===== src/rtl/mod6_pkg.sv =====
// rtl/mod6_pkg.sv - shared constants for the mod-6 counter tile
// Holds default modulus/width, seven-segment patterns (gfedcba, active-high)
// and the fixed uio output-enable value.
package mod6_pkg;

    localparam int DEFAULT_MODULUS = 6;
    localparam int DEFAULT_CW      = 3;

    localparam logic [6:0] SEG_0     = 7'h3F;
    localparam logic [6:0] SEG_1     = 7'h06;
    localparam logic [6:0] SEG_2     = 7'h5B;
    localparam logic [6:0] SEG_3     = 7'h4F;
    localparam logic [6:0] SEG_4     = 7'h66;
    localparam logic [6:0] SEG_5     = 7'h6D;
    localparam logic [6:0] SEG_BLANK = 7'h00;

    localparam logic [7:0] UIO_OE_VALUE = 8'h0F;

endpackage


===== src/rtl/seg7_decoder.sv =====
// rtl/seg7_decoder.sv - combinational count to seven-segment decoder
// Ports:
//   count : CW-bit binary count (0..5 meaningful)
//   seg   : 7-bit gfedcba pattern, active-high; blank for codes >= 6
module seg7_decoder
    import mod6_pkg::*;
#(
    parameter int CW = DEFAULT_CW
) (
    input  logic [CW-1:0] count,
    output logic [6:0]    seg
);

    always_comb begin
        seg = SEG_BLANK;
        case (count)
            CW'(0): seg = SEG_0;
            CW'(1): seg = SEG_1;
            CW'(2): seg = SEG_2;
            CW'(3): seg = SEG_3;
            CW'(4): seg = SEG_4;
            CW'(5): seg = SEG_5;
            default: seg = SEG_BLANK;
        endcase
    end

endmodule


===== src/rtl/mod6_counter.sv =====
// rtl/mod6_counter.sv - modulo-6 up/down counter tile with seven-segment output
// Ports:
//   clk     : clock, rising edge
//   rst_n   : asynchronous reset, active HIGH (despite the name)
//   ena     : tile enable; 0 freezes all state
//   ui_in   : [0] cnt_en, [1] dir (1=up), [2] clr, [3] load, [6:4] load value
//   uo_out  : [6:0] segments gfedcba, [7] terminal count (combinational)
//   uio_in  : ignored
//   uio_out : [2:0] count, [3] registered wrap pulse, [7:4] zero
//   uio_oe  : constant 8'h0F
module mod6_counter
    import mod6_pkg::*;
#(
    parameter int MODULUS = DEFAULT_MODULUS,
    parameter int CW      = DEFAULT_CW
) (
    input  logic       clk,
    input  logic       rst_n,
    input  logic       ena,
    input  logic [7:0] ui_in,
    output logic [7:0] uo_out,
    input  logic [7:0] uio_in,
    output logic [7:0] uio_out,
    output logic [7:0] uio_oe
);

    localparam logic [CW-1:0] MAX_COUNT = CW'(MODULUS - 1);

    logic          cnt_en;
    logic          dir;
    logic          clr;
    logic          load;
    logic [2:0]    load_val;
    logic [CW-1:0] count;
    logic          wrap;
    logic          tc;
    logic [6:0]    seg;
    logic          unused_ok;

    assign cnt_en   = ui_in[0];
    assign dir      = ui_in[1];
    assign clr      = ui_in[2];
    assign load     = ui_in[3];
    assign load_val = ui_in[6:4];

    assign unused_ok = &{1'b0, uio_in, ui_in[7]};

    // tc is exactly "this enabled edge will wrap", so the wrap register
    // simply captures it; clear and load suppress tc and hence never set wrap.
    assign tc = ena & cnt_en & ~clr & ~load &
                ((dir & (count == MAX_COUNT)) | (~dir & (count == '0)));

    always_ff @(posedge clk or posedge rst_n) begin
        if (rst_n) begin
            count <= '0;
            wrap  <= 1'b0;
        end else if (ena) begin
            wrap <= tc;
            if (clr) begin
                count <= '0;
            end else if (load) begin
                if (32'(load_val) >= MODULUS) begin
                    count <= MAX_COUNT;
                end else begin
                    count <= CW'(load_val);
                end
            end else if (cnt_en) begin
                if (dir) begin
                    count <= (count == MAX_COUNT) ? '0 : count + CW'(1);
                end else begin
                    count <= (count == '0) ? MAX_COUNT : count - CW'(1);
                end
            end
        end
    end

    seg7_decoder #(
        .CW (CW)
    ) u_seg7 (
        .count (count),
        .seg   (seg)
    );

    assign uo_out  = {tc, seg};
    assign uio_out = {4'b0000, wrap, count};
    assign uio_oe  = UIO_OE_VALUE;

endmodule


===== config.mk =====
export PLATFORM = sky130hd
export DESIGN_NAME = mod6_counter
export DESIGN_NICKNAME = d
export VERILOG_FILES = /design/src/rtl/mod6_pkg.sv /design/src/rtl/seg7_decoder.sv /design/src/rtl/mod6_counter.sv
export SDC_FILE = /design/constraint.sdc
export NUM_CORES = 1
export LEC_CHECK = 0
export CAP_MARGIN = 15
export CORE_MARGIN = 2
export CORE_UTILIZATION = 29
export DETAILED_ROUTE_END_ITERATION = 10
export PLACE_DENSITY = 0.75
export SYNTH_ARGS = -nofsm -noshare
export SYNTH_HDL_FRONTEND = slang
export SYNTH_SLANG_ARGS = --single-unit

===== constraint.sdc =====
create_clock -name clk -period 2.5 [get_ports clk]
set_clock_uncertainty 0.1 [all_clocks]
set_input_delay 0.75 -clock clk [delete_from_list [all_inputs] [get_ports clk]]
set_output_delay 0.75 -clock clk [all_outputs]
set_load 0.02 [all_outputs]

; ---- Word-level counts from Yosys, hierarchy flattened
; Cells that the tools add are included.
[word_totals]
output_inout_bits = 24
inputBits = 19
reg_bits = 4
word_cells = 31
[op_classes]
n_eq_ne = 5
order_cmp = 1
n_mux = 8
n_bitwise = 10
add_sub_neg = 2
n_reduce_logical = 3
[op_table]
columns = operator, n
row1 = $pmux 7 s6, 1
row2 = $mux 3, 7
row3 = $and 1x1->1, 6
row4 = $eq 3x2->1 const B, 2
row5 = $eq 3x3->1 const B, 2
row6 = $add 3x1->3 const B, 1
row7 = $eq 3x1->1 const B, 1
row8 = $ge 3x3->1 const B, 1
row9 = $logic_not 3->1, 1
row10 = $not 1->1, 3
row11 = $reduce_bool 3->1, 1
row12 = $sub 3x1->3 const B, 1
row13 = $reduce_and 2->1, 1
row14 = $or 1x1->1, 1

; ---- Depth between registers and ports, before layout
[logic_depth]
word_depth = 6
depth_mapped = 6
mapped_depth_nobuf = 5

; ---- Hierarchy
; A second synthesis with hierarchy kept.
[unflattened]
cells_unflattened = 66
hier_area_um2 = 546.8
[modules_own_cells]
columns = module, seq_area_each_um2, area_each_um2, cells_per_inst, instances
row1 = mod6_counter, 100.1, 486.7, 56, 1
row2 = seg7_decoder, 0.0, 60.1, 10, 1

; ---- Worst setup path after synthesis
; Ideal clock, no wire load.
[synth_timing]
kind = in2out
from = input ui_in[1]
to = output uo_out[7]
cell_stages = 4
t_required_ns = 1.650
arrival_time_ns = 1.736
path_slack_ns = -0.086
path_buffers = 2
cell_sequence = buf_6 -> or3_4 -> a2111oi_4 -> buf_4
[synth_between]
elab_chain_cells = 4
elab_cells_between_ends = 5
classes_between = bitwise (5)
[synth_rtl]
columns = item, line
row1 = from (decl), mod6_counter.sv:20  ; input logic [7:0] ui_in,
row2 = $not 1->1, mod6_counter.sv:51  ; ((dir & (count == MAX_COUNT)) | (~dir & (count == '0)));
row3 = $and 1x1->1, mod6_counter.sv:51
row4 = $or 1x1->1 (*), mod6_counter.sv:51
row5 = $and 1x1->1 (*), mod6_counter.sv:50  ; assign tc = ena & cnt_en & ~clr & ~load &
row6 = to (decl), mod6_counter.sv:21  ; output logic [7:0] uo_out,
; Mark *: on every way between the ends. The rest lies on a longest branch, timed or not.

; ---- Worst setup path in the final report
; Ends and elaborated chain as after synthesis.

==> summary.md <==
| Metric | Value |
|---|---|
| Critical Path Sink | uo_out[7] |
| Post-synth EDFFs | 0 |
| All-layer global routing usage | 11.4% |
| Max cap viols | 0 |
| RR Endpoint | count[2]$_DFFE_PP0P_ |
| Global placer's final weighted congestion | 0.750 |
| Die X | 47.3 um |
| DRC Markers | 0 |
| Top cell type's share of synthesized area | 20.7% |
| Number of cell rows | 15 |
| Distinct cell type count after synthesis | 30 |
| Finished Layout Cells | 119 |
| Failing checks | setup timing |
| Vias per cell | 4.35 |
| Worst-path fanout max | 3 |
| Diodes inserted | 0 |
| Slew Viols, Final | 0 |
| Internal power | 230 uW |
| Combinational cell fraction of total power | 59.2% |
| Starting Density | 31.2% |
| Crit-path max cell delay | 0.37 ns |
| Largest area contributor in the netlist | buf_4 |
| WP data required | 1.65 ns |
| DR WL met2 | 650 um |
| First-pass DRT Iterations | 4 |
| DR WL met3 | 50 um |
| Ys flop type | dfrtp_1 |
| Htree depth | 1 |
| Iteration-0 DRC Markers | 6 |
| Fillers | 185 |
| Clk sinks | 4 |
| Unrepaired setup endpoints after global routing | true |
| P_leak | 0.376 nW |
| Hold depth | 1 |
| Setup violators final | 1 |
| Total congestion overflow | 0 |
| DIE AREA | 0.00224 sq mm |
| Max stage delay cell, worst path | a2111oi_4 |
| Final WS setup | -0.102 ns |
| Total core area | 0.00175 sq mm |
| # IOs | 43 |
| Final wirelength | 1.17 mm |
| Multi-input gate area | 325 sq um |
| Commonest cells in the netlist | buf_4 (15), nor2_1 (5), a21oi_1 (4), dfrtp_1 (4), inv_1 (4) |
| CTS root buf | clkbuf_4 |
| TritonCTS clock tree | yes |
| Sequential area share after synthesis | 18.4% |
| Yosys warnings | 0 |
| Sequential share of power | 19.6% |
| Asr flop ratio synth | 100% |
| CP Class | primary input to primary output |
| Sequential cell area | 100 sq um |
| Startpoint types | primary input |
| Critical path buffer and inverter count | 2 |
| Status | finished with violations |
| Most common cell in the synthesized netlist | buf_4 |
| DP Cell Count | 115 |
| Final net count | 116 |
| Maximum clock rate | 384 MHz |
| Number of global-route vias before repair | 449 |
| Pin count of the biggest net entering global routing | 10 |
| Via count | 518 |
| CTS Buf Count | 3 |
| Initial antenna violation count | 0 |
| Crit-path cells | buf_6, or3_4, a2111oi_4, buf_4 |
| Worst min path class | flip-flop to flip-flop |
| Cell area after placement | 759 sq um |
| CP arrival | 1.75 ns |
| Final period util | 104% |
| Clk slew on worst S/H paths | 0.03 ns |
| Crit path depth | 4 |
| Power Density | 512 mW/mm^2 |
| Final-report hold violation count | 0 |
| Syn-to-layout area delta | 42.3% |
| I/O Buffers | 21 |
| Top Family by Delay on Critical Path | compound AO/OA/AOI/OAI gates |
| Max Root-Sink Buffers | 2 |
| Layout cells sized above 1 | 27.7% |
| Wire length on met1 | 457 um |
| Synth area leaders | buf_4 (21%), dfrtp_1 (18%), buf_6 (6.2%) |
| Post-synthesis area per instance | 8.25 sq um |
| Worst slack at placement | -0.895 ns |
| Reg-to-reg slack, setup | 0.97 ns |
| First-pass GRT wire length | 1.75 mm |
| Reg2Reg Depth | 6 |
| Routed Antenna Nets | 0 |
| CTS Hold Bufs | 0 |
| Highest Signal Layer | met4 |
| Post-route cell area | 774 sq um |
| Worst r2r src | count[0]$_DFFE_PP0P_ |
| Worst vdd ir | 0.213 mV |
| Switching power | 167 uW |
| Synth Cell Area | 544 sq um |
| Die Y | 47.3 um |
| WL/cell | 9.84 um |
| Seq cells post-synth | 4 |
| Clock share of power | 21.2% |
| Post-route minimum period | 2.60 ns |
| Worst-skew pair later-pin latency | 0.24 ns |
| Setup crit end kind | primary output |
| Net Sw Frac | 42.0% |
| Crit. Startpoint | ui_in[1] |
| Post-Syn Instances | 66 |
-- power groups by stage --
stage                     clock (mW)  sequential, mW  combinational (mW)
final                         0.0841          0.0777               0.235
after global routing          0.0880          0.0789               0.256
after CTS                     0.0848          0.0774               0.240
after detailed placement           0          0.0783               0.254
after global placement             0          0.0775               0.251
after floorplan                    0          0.0896               0.157
-- worst min-delay path by stage --
stage	from	end	slack, ns
global route	wrap$_DFFE_PP0P_	wrap$_DFFE_PP0P_	0.41
finish	wrap$_DFFE_PP0P_	wrap$_DFFE_PP0P_	0.40
floorplan	wrap$_DFFE_PP0P_	wrap$_DFFE_PP0P_	0.35
detailed placement	wrap$_DFFE_PP0P_	wrap$_DFFE_PP0P_	0.40
global placement	wrap$_DFFE_PP0P_	wrap$_DFFE_PP0P_	0.37
CTS	wrap$_DFFE_PP0P_	wrap$_DFFE_PP0P_	0.41
-- per-layer routing --
layer	GRT usage, %	vias to the layer above
met1	11.7	245
met3	1.15	2
li1	-	255
met4	10.0	0
met5	0	-
met2	20.3	16
-- kinds of logic after synthesis --
| group | Yosys count | synth area share (%) |
|---|---|---|
| buffers and inverters | 22 | 29.7 |
| AO/OA/AOI/OAI | 17 | 25.3 |
| AND/OR/NAND/NOR | 18 | 19.5 |
| adder cells (fa/ha/maj) | 1 | 2.30 |
| XOR/XNOR | 1 | 1.61 |
| multiplexers | 1 | 1.84 |
| flip-flops | 4 | 18.4 |
| other | 2 | 1.38 |
-- timing repair --
action,in CTS,in global routing
buffers inserted,0,1
gates resized for setup,28,3
gates cloned,0,0
pin swaps,3,2
endpoints found under the setup margin,8,6
-- cell type report --
| type | count | area share (%) |
|---|---|---|
| timing repair buffer | 33 | 36.2 |
| inverter | 4 | 1.94 |
| clock buffer | 3 | 2.91 |
| multi-input combinational | 50 | 42.0 |
| tap | 25 | 4.04 |
| sequential | 4 | 12.9 |
-- state kept, by name, summed over array words and instances (netlist names) --
| register | count |
|---|---|
| count | 3 |
| wrap | 1 |
-- cells in the final DEF, fill, tap and decap left out, types with 2 or more instances in the layout --
cell              n
buf_4            13
conb_1           12
dlygate4sd2_1     8
clkdlybuf4s50_1   8
nor2_1            5
inv_1             4
a21oi_1           4
dfrtp_1           4
a211o_1           3
clkbuf_4          3
nand2_1           2
o21ai_1           2
nand2b_1          2
buf_2             2
-- per-stage QoR --
stage | power, mW | hold slack [ns] | setup TNS (ns) | util [%]
floorplan | 0.246 | 0.351 | -0.0314 | -
global placement | 0.329 | 0.369 | -0.891 | 43.5
detailed placement | 0.332 | 0.399 | -0.920 | 43.5
CTS | 0.402 | 0.406 | -0.107 | 44.5
global route | 0.423 | 0.412 | -0.151 | 44.4
finish | 0.397 | 0.397 | -0.102 | 44.4
Power figures use the tool's default switching activity.
